[src/rtl/uart_mmio_buffer.sv]
// Memory-mapped UART buffer: a TX FIFO fed by CPU stores and drained by the serial
// transmitter, plus an RX FIFO fed by the serial receiver and drained by CPU loads.
module uart_mmio_buffer #(
  parameter int DEPTH = 4
) (
  input  logic        clk,
  input  logic        reset_n,
  input  logic        REUART,
  input  logic        WEUART,
  input  logic [1:0]  UARTsel,
  input  logic [7:0]  DataIn,
  output logic [31:0] ReadData,
  output logic [7:0]  SerTxData,
  output logic        SerTxValid,
  input  logic        SerTxReady,
  input  logic [7:0]  SerRxData,
  input  logic        SerRxValid,
  output logic        SerRxReady,
  output logic        TxOverflow,
  output logic        RxOverflow
);

  localparam int            AW      = (DEPTH > 1) ? $clog2(DEPTH) : 1;
  localparam logic [AW:0]   DEPTH_C = (AW+1)'(DEPTH);
  localparam logic [AW-1:0] PTR_ONE = AW'(1);
  localparam logic [AW:0]   CNT_ONE = (AW+1)'(1);

  logic [7:0]    tx_mem_q [DEPTH];
  logic [7:0]    rx_mem_q [DEPTH];
  logic [AW-1:0] tx_wptr_q, tx_wptr_d, tx_rptr_q, tx_rptr_d;
  logic [AW-1:0] rx_wptr_q, rx_wptr_d, rx_rptr_q, rx_rptr_d;
  logic [AW:0]   tx_cnt_q, tx_cnt_d, rx_cnt_q, rx_cnt_d;
  logic          tx_ovf_q, tx_ovf_d, rx_ovf_q, rx_ovf_d;
  logic          tx_push_s, tx_pop_s, rx_push_s, rx_pop_s;

  // A same-edge pop frees the slot a push into a full TX FIFO needs.
  assign tx_pop_s  = (tx_cnt_q != '0) && SerTxReady;
  assign tx_push_s = WEUART && ((tx_cnt_q < DEPTH_C) || tx_pop_s);
  assign rx_push_s = SerRxValid && (rx_cnt_q < DEPTH_C);
  assign rx_pop_s  = REUART && (rx_cnt_q != '0);

  // Next-state for pointers, counts and sticky flags.
  always_comb begin
    tx_wptr_d = tx_wptr_q;
    tx_rptr_d = tx_rptr_q;
    tx_cnt_d  = tx_cnt_q;
    rx_wptr_d = rx_wptr_q;
    rx_rptr_d = rx_rptr_q;
    rx_cnt_d  = rx_cnt_q;
    tx_ovf_d  = tx_ovf_q;
    rx_ovf_d  = rx_ovf_q;

    if (tx_push_s) tx_wptr_d = tx_wptr_q + PTR_ONE;
    else           tx_wptr_d = tx_wptr_q;
    if (tx_pop_s)  tx_rptr_d = tx_rptr_q + PTR_ONE;
    else           tx_rptr_d = tx_rptr_q;
    if (rx_push_s) rx_wptr_d = rx_wptr_q + PTR_ONE;
    else           rx_wptr_d = rx_wptr_q;
    if (rx_pop_s)  rx_rptr_d = rx_rptr_q + PTR_ONE;
    else           rx_rptr_d = rx_rptr_q;

    case ({tx_push_s, tx_pop_s})
      2'b10:   tx_cnt_d = tx_cnt_q + CNT_ONE;
      2'b01:   tx_cnt_d = tx_cnt_q - CNT_ONE;
      default: tx_cnt_d = tx_cnt_q;
    endcase
    case ({rx_push_s, rx_pop_s})
      2'b10:   rx_cnt_d = rx_cnt_q + CNT_ONE;
      2'b01:   rx_cnt_d = rx_cnt_q - CNT_ONE;
      default: rx_cnt_d = rx_cnt_q;
    endcase

    if (WEUART && !tx_push_s) tx_ovf_d = 1'b1;
    else                      tx_ovf_d = tx_ovf_q;
  end

  // Control state with asynchronous clear.
  always_ff @(posedge clk or negedge reset_n) begin
    if (!reset_n) begin
      tx_wptr_q <= '0;
      tx_rptr_q <= '0;
      tx_cnt_q  <= '0;
      rx_wptr_q <= '0;
      rx_rptr_q <= '0;
      rx_cnt_q  <= '0;
      tx_ovf_q  <= 1'b0;
      rx_ovf_q  <= 1'b0;
    end else begin
      tx_wptr_q <= tx_wptr_d;
      tx_rptr_q <= tx_rptr_d;
      tx_cnt_q  <= tx_cnt_d;
      rx_wptr_q <= rx_wptr_d;
      rx_rptr_q <= rx_rptr_d;
      rx_cnt_q  <= rx_cnt_d;
      tx_ovf_q  <= tx_ovf_d;
      rx_ovf_q  <= rx_ovf_d;
    end
  end

  // Entry storage is not reset; contents are only meaningful below the count.
  always_ff @(posedge clk) begin
    if (tx_push_s) tx_mem_q[tx_wptr_q] <= DataIn;
    if (rx_push_s) rx_mem_q[rx_wptr_q] <= SerRxData;
  end

  assign SerTxValid = (tx_cnt_q != '0);
  assign SerTxData  = tx_mem_q[tx_rptr_q];
  assign SerRxReady = (rx_cnt_q < DEPTH_C);
  assign TxOverflow = tx_ovf_q;
  assign RxOverflow = rx_ovf_q;

  // CPU load mux, driven from the pre-edge state.
  always_comb begin
    ReadData = 32'h0000_0000;
    case (UARTsel)
      2'b00: begin
        if (rx_cnt_q != '0) ReadData = {24'h00_0000, rx_mem_q[rx_rptr_q]};
        else                ReadData = 32'h0000_0000;
      end
      2'b01:   ReadData = {31'h0000_0000, (tx_cnt_q < DEPTH_C)};
      2'b10:   ReadData = {31'h0000_0000, (rx_cnt_q != '0)};
      default: ReadData = 32'h0000_0000;
    endcase
  end

endmodule
[config.mk]
export PLATFORM = sky130hd
export DESIGN_NAME = uart_mmio_buffer
export DESIGN_NICKNAME = d
export VERILOG_FILES = /design/src/rtl/uart_mmio_buffer.sv
export SDC_FILE = /design/constraint.sdc
export NUM_CORES = 1
export LEC_CHECK = 0
export ABC_AREA = 1
export CAP_MARGIN = 10
export CORE_MARGIN = 2
export CORE_UTILIZATION = 40
export CTS_CLUSTER_DIAMETER = 120
export DETAILED_ROUTE_END_ITERATION = 10
export PLACE_DENSITY_LB_ADDON = 0.12
export SETUP_SLACK_MARGIN = 0.4
export SLEW_MARGIN = 20
export SYNTH_ARGS = -nofsm -noshare
export SYNTH_HDL_FRONTEND = slang
export SYNTH_SLANG_ARGS = --single-unit
[constraint.sdc]
create_clock -name clk -period 1.75 [get_ports clk]
set_clock_uncertainty 0.2 [all_clocks]
set_input_delay 0.175 -clock clk [delete_from_list [all_inputs] [get_ports clk]]
set_output_delay 0.175 -clock clk [all_outputs]
set_load 0.05 [all_outputs]
# == Word-level counts from Yosys, hierarchy flattened ==
# Memory sizes are Yosys's and may differ from the RTL's.
# Cells that the tools add are included.
# op_classes
eq_ne,6
n_lt_le_gt_ge,2
n_mux,8
reduce_logical,12
add_sub_neg,8
# ops
operator,count
$pmux 32 s3,1
$pmux 3 s2,2
$add 2x1->2 const B,4
$mux 8,1
$add 3x1->3 const B,2
$eq 2x1->1 const B,3
$eq 2x2->1 const B,3
$lt 3x3->1 const B,2
$reduce_bool 3->1,2
$sub 3x1->3 const B,2
$logic_and 1x1->1,5
$mux 1,4
$reduce_bool 2->1,2
$logic_not 2->1,1
$logic_not 1->1,1
$logic_or 1x1->1,1
# word_totals
mem_bits_rw,64
reg_bits,15
word_cells,45
memories,2
input_bits,24
output_inout_bits,44
# memory_table
memory,words,width,rd,rd_clocked_by_memory_dff,wr,line,source
rx_mem_q,4,8,1,0,1,29,logic [7:0] rx_mem_q [DEPTH];
tx_mem_q,4,8,1,0,1,28,logic [7:0] tx_mem_q [DEPTH];

# == Longest topological paths before layout ==
# logic_depth
depth_word,6
depth_mapped,11
ltp_nobuf,11

# == Worst setup path before layout ==
# OpenSTA, ideal clock, no wires.
# synth_path
path_kind,register to register
start,reg tx_cnt_q[2]
end,reg tx_cnt_q[1]
n_path_buf,0
synth_period_minus_slack_ns,2.353
setup_time_ns,0.083
arrival_ns,2.071
path_slack_ns,-0.603
path_stages_with_launch,9
t_required_ns,1.467
cell_sequence,dfrtp_1 -> inv_1 -> nand3_1 -> nand2_1 -> inv_1 -> ha_1 -> inv_1 -> fa_1 -> o21ai_0
# synth_via
elab_chain_cells,6
elab_cells_between_ends,9
classes_between,order compare (1); eq/ne (2); mux (1); reduce/logical (5)
# synth_rtl
item,line,source
from (decl),32,"logic [AW:0] tx_cnt_q, tx_cnt_d, rx_cnt_q, rx_cnt_d;"
from (signal assigned),91,tx_cnt_q <= tx_cnt_d;
$reduce_bool 3->1 *,--,
net SerTxValid,14,"output logic SerTxValid,"
$logic_and 1x1->1 *,37,assign tx_pop_s = (tx_cnt_q != '0) && SerTxReady;
net tx_pop_s,34,"logic tx_push_s, tx_pop_s, rx_push_s, rx_pop_s;"
$logic_or 1x1->1,38,assign tx_push_s = WEUART && ((tx_cnt_q < DEPTH_C) || tx_pop_s);
$logic_and 1x1->1,38,
$eq 2x1->1 / $eq 2x2->1 (equally long branches),62,"case ({tx_push_s, tx_pop_s})"
$pmux 3 s2 / $reduce_bool 2->1 (equally long branches),--,
# Mark *: on every way through the listed nets, which the timed path passes. The rest lies on a longest branch.
# A chain may end at the register's enable or synchronous reset.

# == Final worst setup path ==
# layout_path
start,reg rx_cnt_q[2]
end,out ReadData[4]
# layout_via
elab_chain_cells,3
# layout_rtl
item,line,source
from (decl),32,
from (signal assigned),94,rx_cnt_q <= rx_cnt_d;
$reduce_bool 3->1,117,"if (rx_cnt_q != '0) ReadData = {24'h00_0000, rx_mem_q[rx_rptr_q]};"
$mux 8,117,
$pmux 32 s3,115,case (UARTsel)
to (decl),12,"output logic [31:0] ReadData,"
# Every way passes these cells.

==> impl_metrics.toml <==
[status]
status = "complete, but fails checks"
violations = "setup timing"

[place]
placed_cell_area_um2 = 4733
io_buffer_count = 42
place.detailed.hpwl_um = 4807
placed_cells = 506
gp_congestion = 0.8119

[critical_path]
crit_chain = "clkinvlp_4, nand3_4, buf_6, nand3_4, buf_12, a21oi_4, buf_12"
worstSetupStartpointType = "register"
slowest_stage = "dfrtp_1"
critPathMaxFanout = 7
max_stage_delay_ns = 0.37
endpoint_kind = "output pin"
cp.required_ns = 1.37
crit_arrival_ns = 1.56
critical_path_class = "reg2out"

[global_route]
grt.total_usage_pct = 15.85
grt.overflow.total = 0
first_global_vias = 2481
grt_antenna_before_repair = 0
grt_max_degree = 18
grt_pass1_wl_um = 11880

[layout]
final_common_cell = "edfxtp_1"
stdcell_count = 550
n_fill_cell = 664
n_antenna_cell = 0
drive_gt1_share_pct = 42.53
final_cell_mix = "edfxtp_1, nand2_1, inv_1, buf_6, buf_4"
nets = 473
fin_util_pct = 64.19
final_area_um2 = 5625
areaGrowthSynthToFinish_pct = 54.29

[sta]
setup_slack_ns = -0.1820
final_max_slew_viol_count = 0
finalHoldViolCount = 0
setup-tns-final_ns = -2.694
setup_viol = 19
rsz0062_at_grt = "yes"
fin_crit_sh_pct = 110.4
hold_slack_ns = 0.2606
max_freq_mhz = 517.6
fin_crit_ns = 1.932

[logic_synthesis]
yosys.area.top_type = "edfxtp_1"
synth_top_area_share_pct = 52.71
yosysWarnings = 0
synth.area.top_cells = "edfxtp_1, dfrtp_1, nand2_1, buf_4, inv_1"
ys_seq_area_share_pct = 63.01
yosysUniqueCellTypes = 25
ys_ff_latch = 79
syn-instance-count = 329
syn_area_um2 = 3646
avgSynthCellArea_um2 = 11.08

[power]
p_leak_nw = 2.268
irDropWorstVdd_uv = 803.8
power_density_nw_per_um2 = 1770

[clock_network]
root_buffer = "clkbuf_8"
clk_latency_ns = 0.35
cts_tree = "built"
cts.clk_slew.worst_paths_ns = 0.08
ctsHtreeMaxLevel = 3
clock-sinks = 79
clk_path_buf_depth = 2
cts_made_buffers = 9

[detailed_routing]
drt_iter0_markers = 81
totalWireLength_um = 7571
dr.pass1.iters = 4
avgRoutedWirePerCell_um = 13.77
vias = 2494
ant_nets = 0
via_per_inst = 4.535
drcViolationCount = 0

[die]
ios = 68
core-area_um2 = 8763
start_util_pct = 41.60
die_y_um = 99.47
die_area_um2 = 9894
rows = 34
die_x_um = 99.47

[worst_hold_path]
hold_class = "reg2reg"

[job]
maxCapViolCount = 0
==> cells in the mapped netlist (all sizes together) <==
| library cell | number |
|---|---|
| edfxtp | 64 |
| nand2 | 60 |
| inv | 49 |
| buf | 33 |
| nor2 | 30 |
| o21ai | 21 |
| dfrtp | 15 |
| nand3 | 15 |
| ha | 10 |
| a21oi | 9 |
| o22ai | 8 |
| xor2 | 6 |
| xnor2 | 4 |
| fa | 2 |
| a21o | 1 |
| conb | 1 |
| nor3 | 1 |
==> power by group <==
part	total, W	switching (W)	internal [W]
sequential	0.00274	0.000283	0.00246
clock	0.00145	0.000656	0.000799
combinational	0.00577	0.00315	0.00262
==> stage by stage <==
| step | setup slack, ns | total power, W |
|---|---|---|
| 2_1_floorplan | -0.3383 | 0.005783 |
| 3_3_place_gp | -0.3001 | 0.007085 |
| 3_5_place_dp | -0.3620 | 0.007153 |
| 4_1_cts | -0.1781 | 0.009529 |
| 5_1_grt | -0.2529 | 0.01052 |
| 6_report | -0.1820 | 0.009959 |
==> layer usage <==
layer / vias to the layer above / GRT usage (%) / part of all wire [%]
li1: 1246 / - / -
met1: 1182 / 18.99 / 41
met2: 61 / 27.60 / 53
met3: 5 / 4.638 / 4.7
met4: 0 / 4.953 / 0.86
met5: - / 0 / 0
==> worst max-delay path: cells and delay by family, from the launching register on <==
kind / cells / cell delay, ns
DFF: 1 / 0.37
AOI/OAI and AO/OA: 1 / 0.14
and+or+nand+nor: 2 / 0.15
buffers and inverters: 4 / 0.54
==> cell type report <==
cell class	count	area, µm²	area share, %
Sequential cell	79	2300	40.88
Multi-Input combinational cell	192	1540	27.38
Timing Repair Buffer	105	1226	21.80
Inverter	49	205.2	3.648
Tap cell	108	135.1	2.402
Clock buffer	10	127.6	2.269
Clock inverter	6	85.08	1.512
Timing Repair inverter	1	6.256	0.1112
==> registers in the layout (all words and copies together), names as in the netlist <==
name,count
rx_mem_q,32
rx_rptr_q,2
tx_cnt_q,3
tx_mem_q,32
rx_cnt_q,3
tx_rptr_q,2
tx_wptr_q,2
TxOverflow,1
rx_wptr_q,2
==> kinds of logic after synthesis <==
logic type / count (synthesis) / share of synthesized area [%]
fa+ha+maj: 12 / 4.530
xor+xnor: 10 / 2.402
simple gates: 106 / 11.67
other cells: 1 / 0.1029
compound gates: 39 / 6.109
buf+inv: 82 / 12.18
flops: 79 / 63.01
==> what timing repair did <==
action / 4_1_cts / 5_1_grt
endpoints found under the setup margin: 88 / 96
buffers inserted: 18 / 7
pin swaps: 16 / 19
resized for setup: 83 / 36
gates cloned: 0 / 2
hold endpoints to repair: 15 / 0
hold buffers: 1 / 0
==> path summary, 6_finish.rpt <==
path	start	endpoint	slack, ns	cells after the start
worst min register to register	TxOverflow	TxOverflow	0.26	1
worst max register to register	rx_cnt_q[2]	rx_cnt_q[2]	-0.16	11
min in group asynchronous	reset_n	TxOverflow	0.48	3
worst min-delay path	TxOverflow	TxOverflow	0.26	1
max in group asynchronous	reset_n	rx_rptr_q[0]	0.66	3
worst max-delay path	rx_cnt_q[2]	ReadData[4]	-0.18	7
(Power assumes the default switching activity.)
